===== config.mk =====
export PLATFORM = sky130hd
export DESIGN_NAME = id_ex_pipe_reg
export DESIGN_NICKNAME = d
export VERILOG_FILES = /design/src/rtl/id_ex_pipe_reg.sv
export SDC_FILE = /design/constraint.sdc
export NUM_CORES = 1
export LEC_CHECK = 0
export CORE_MARGIN = 3
export CORE_UTILIZATION = 40
export CTS_BUF_LIST = sky130_fd_sc_hd__clkbuf_4 sky130_fd_sc_hd__clkbuf_8
export DETAILED_ROUTE_END_ITERATION = 16
export PLACE_DENSITY = 0.82
export SLEW_MARGIN = 25
export SYNTH_ARGS = -nofsm -noshare
export SYNTH_HDL_FRONTEND = slang
export SYNTH_SLANG_ARGS = --single-unit

===== constraint.sdc =====
create_clock -name clk -period 0.9 [get_ports clk]
set_input_delay 0.135 -clock clk [delete_from_list [all_inputs] [get_ports clk]]
set_output_delay 0.135 -clock clk [all_outputs]
set_load 0.1 [all_outputs]

===== src/rtl/id_ex_pipe_reg.sv =====
// id_ex_pipe_reg: ID/EX pipeline register with stall, flush and valid bit.
// Define LOAD_USE_DETECT_EN to build the internal load-use hazard detector.
module id_ex_pipe_reg #(
    parameter int DATA_W = 32,
    parameter int REG_AW = 5
) (
    input  logic              clk,
    input  logic              rst_n,
    input  logic              stall,
    input  logic              flush,
    input  logic              id_valid,
    input  logic              id_RegDst,
    input  logic              id_Branch,
    input  logic              id_MemRead,
    input  logic              id_MemtoReg,
    input  logic              id_MemWrite,
    input  logic              id_ALUSrc,
    input  logic              id_RegWrite,
    input  logic [1:0]        id_ALUOp,
    input  logic [DATA_W-1:0] id_pc4,
    input  logic [DATA_W-1:0] id_rd1,
    input  logic [DATA_W-1:0] id_rd2,
    input  logic [DATA_W-1:0] id_imm,
    input  logic [REG_AW-1:0] id_rs,
    input  logic [REG_AW-1:0] id_rt,
    input  logic [REG_AW-1:0] id_rd,
    output logic              ex_valid,
    output logic              ex_RegDst,
    output logic              ex_Branch,
    output logic              ex_MemRead,
    output logic              ex_MemtoReg,
    output logic              ex_MemWrite,
    output logic              ex_ALUSrc,
    output logic              ex_RegWrite,
    output logic [1:0]        ex_ALUOp,
    output logic [DATA_W-1:0] ex_pc4,
    output logic [DATA_W-1:0] ex_rd1,
    output logic [DATA_W-1:0] ex_rd2,
    output logic [DATA_W-1:0] ex_imm,
    output logic [REG_AW-1:0] ex_rs,
    output logic [REG_AW-1:0] ex_rt,
    output logic [REG_AW-1:0] ex_rd,
    output logic              load_use_stall
);
    localparam int W = 10 + 4 * DATA_W + 3 * REG_AW;

    logic [W-1:0] idBus, exBus;
    logic takeId;

    assign idBus = {id_valid, id_RegDst, id_Branch, id_MemRead, id_MemtoReg, id_MemWrite,
                    id_ALUSrc, id_RegWrite, id_ALUOp, id_pc4, id_rd1, id_rd2, id_imm,
                    id_rs, id_rt, id_rd};
    assign {ex_valid, ex_RegDst, ex_Branch, ex_MemRead, ex_MemtoReg, ex_MemWrite,
            ex_ALUSrc, ex_RegWrite, ex_ALUOp, ex_pc4, ex_rd1, ex_rd2, ex_imm,
            ex_rs, ex_rt, ex_rd} = exBus;

`ifdef LOAD_USE_DETECT_EN
    // rt only matters as a source when the consumer actually reads it
    assign load_use_stall = id_valid & ex_valid & ex_MemRead & (ex_rt != '0) &
                            ((ex_rt == id_rs) |
                             ((ex_rt == id_rt) & (id_RegDst | id_Branch | id_MemWrite)));
`else
    assign load_use_stall = 1'b0;
`endif

    // any non-loaded slot is an all-zero bubble, so no stray write enables
    assign takeId = id_valid & ~load_use_stall;

    always_ff @(posedge clk or negedge rst_n) begin
        if (!rst_n)
            exBus <= '0;
        else if (flush)
            exBus <= '0;
        else if (!stall)
            exBus <= takeId ? idBus : '0;
    end
endmodule


==> impl_metrics.json, run 1 <==
{
  "syn_nets": 521,
  "cts_tree": "yes",
  "overflow": 0,
  "p_leak_nw": 4.97,
  "crit_path_cell_trace": "buf_12",
  "hold_slack_ns": 0.0691,
  "drive_above_1_share_pct": 61.6,
  "port_buffers": 309,
  "finalSetupTns_ns": -66.19,
  "num_rows": 42,
  "ir_drop_mv": 1.53,
  "drt_wl_total_um": 34000,
  "timing.critical_path.buf_inv": 1,
  "clk_path_buf_depth": 2,
  "final_area_um2": 12400,
  "timing.fmax_mhz": 738,
  "period_needed_ns": 1.36,
  "finalNetCount": 881,
  "clk_pin_slew_ns": 0.12,
  "area_growth_pct": 118,
  "finalCritPeriodShare_pct": 151,
  "syn_area_um2": 5700,
  "drc": 0,
  "grt_pass1_vias": 6272,
  "drtIter0Drc": 710,
  "grt_usage_pct": 35.9,
  "yosys.area.top_type": "dfrtp_1",
  "cpPeakStageDelay_ns": 0.54,
  "violations": "setup timing",
  "reg_top3": "exBus x153",
  "path_max_fanout": 2,
  "dp_hpwl_um": 16800,
  "placed_area_um2": 11200,
  "synth.area.top_cells": "dfrtp_1 (67%), a32o_1 (27%), buf_6 (2.2%)",
  "maxCapViolCount": 0,
  "start_kind": "flop",
  "synth.distinct_cells": 15,
  "cp_top_family": "flip-flops",
  "initial_core_util_pct": 42.0,
  "status": "finished with violations",
  "via_count": 6078,
  "power_density_nw_per_um2": 1560,
  "h-tree-depth": 4,
  "rsz0062_at_grt": "true",
  "ys_seq_area_share_pct": 67.2,
  "critPathSlowestCell": "dfrtp_4",
  "finalHoldViolCount": 0,
  "largest_register": "exBus",
  "ant_nets": 0,
  "grt_pass1_wl_um": 42000,
  "layout_common_cells": "buf_12 (167), dfrtp_4 (152), clkdlybuf4s50_1 (152)",
  "cts.sink_count": 153,
  "antenna_found_initial": 4,
  "die_area_um2": 15700,
  "avgSynthCellArea_um2": 15.6,
  "cts-root-buf": "clkbuf_8",
  "yosysWarnings": 0,
  "final_common_cell": "buf_12",
  "dr.pass1.iters": 6,
  "cp_data_arrival_time_ns": 1.22,
  "ys_seq_elements": 153,
  "path_class": "reg2out",
  "gp_congestion": 0.803,
  "grt_max_degree": 55,
  "worst_setup_path_end_kind": "primary output",
  "cp.required_ns": 0.76,
  "die_h_um": 125,
  "skew_ns": 0,
  "die_x_um": 125,
  "via_per_inst": 6.64,
  "largest_reg_flops": 153,
  "io_pins": 311,
  "setup_viol": 265,
  "numCtsBuffers": 17,
  "finalPower_mw": 19.3,
  "syn_inst": 364,
  "synthDominantCellAreaShare_pct": 67.2,
  "timing.final.ws_setup_ns": -0.455,
  "final_max_slew_viol_count": 0,
  "coreArea_um2": 13600,
  "wl_per_cell_um": 37.1,
  "hold_class": "in2reg",
  "clock_latency_ns": 0.47
}
[logic make-up (layout without fill, tap and decap cells)]
logic type / count (synthesis) / in the layout / share of synthesized area, %
simple gates: 5 / 5 / 0.483
other cells: 1 / 4 / 0.0658
buf+inv: 52 / 425 / 5.43
mux: 1 / 1 / 0.176
compound gates: 152 / 152 / 26.6
flops: 153 / 153 / 67.2
[what timing repair did]
action	4_1_cts	5_1_grt
cloned	5	0
endpoints found under the hold margin	153	0
hold buffers	1	0
endpoints found under the setup margin	304	204
buffers inserted	28	37
pin swaps	15	33
resized for setup	38	59
[path summary, 6_finish.rpt]
path | start | end | slack (ns) | cells after the start
worst max-delay path | exBus[11] | ex_rs[1] | -0.46 | 1
worst min register to register | exBus[113] | exBus[113] | 0.58 | 1
max in group asynchronous | rst_n | exBus[141] | 0.17 | 3
worst max register to register | exBus[110] | exBus[110] | -0.20 | 3
min in group asynchronous | rst_n | exBus[65] | 0.13 | 2
worst min-delay path | stall | exBus[150] | 0.07 | 3
[report_power, final]
part           internal (mW)  total [mW]  switching (mW)  leakage (nW)
sequential              7.29        7.67           0.382          1.81
clock                   3.19        6.28            3.09         0.210
combinational           2.23        5.36            3.13          2.96
total                   12.7        19.3            6.61          4.97
[tightest hold or removal path, delay by kind of cell]
family	cells	cell delay (ns)
buffers and inverters	1	0.15
and+or+nand+nor	1	0.11
AOI/OAI and AO/OA	1	0.10
[metrics by stage]
stage          utilization [%]  setup slack, ns  cells
2_1_floorplan                -          -0.0727    364
3_3_place_gp              82.7           -0.603    826
3_5_place_dp              82.7           -0.732    826
4_1_cts                   89.7           -0.406    892
5_1_grt                   91.5           -0.470    916
6_report                  91.5           -0.455    916
[synthesized netlist by cell type, drive strengths merged]
cell,count
nand3b,1
nor2,1
nor2b,2
buf,36
a32o,151
a21oi,1
nand2,1
conb,1
inv,1
mux2i,1
dfrtp,153
clkbuf,15
[routing by layer]
layer  part of all wire [%]  wire (µm)  vias up  GRT usage (%)
li1                       -          -     2249              -
met1                     33      11100     3104           39.0
met2                     51      17400      591           61.9
met3                     10       3480      132           11.8
met4                    5.9       2010        2           19.6
met5                  0.021          7        -              0
[layout make-up]
class	instances	area (µm²)
Fill cell	419	1150
Antenna cell	3	7.51
Clock buffer	20	269
Inverter	1	6.26
Clock inverter	12	173
Sequential cell	153	4400
Tap cell	176	220
Timing Repair Buffer	392	5720
Multi-Input combinational cell	159	1610
Note: power is estimated with default switching activity, not from simulation.
==> inputs of run 2 (changes only) <==
- CTS_CLUSTER_DIAMETER: unset -> 80
- GPL_ROUTABILITY_DRIVEN: unset -> 0
==> results of run 2 <==
No change in the layout: final DEF, timing and power equal those of run 1.
==> inputs of run 3 (changes only) <==
- CAP_MARGIN: unset -> 20
==> results of run 3 <==
No change in the layout: final DEF, timing and power equal those of run 1.
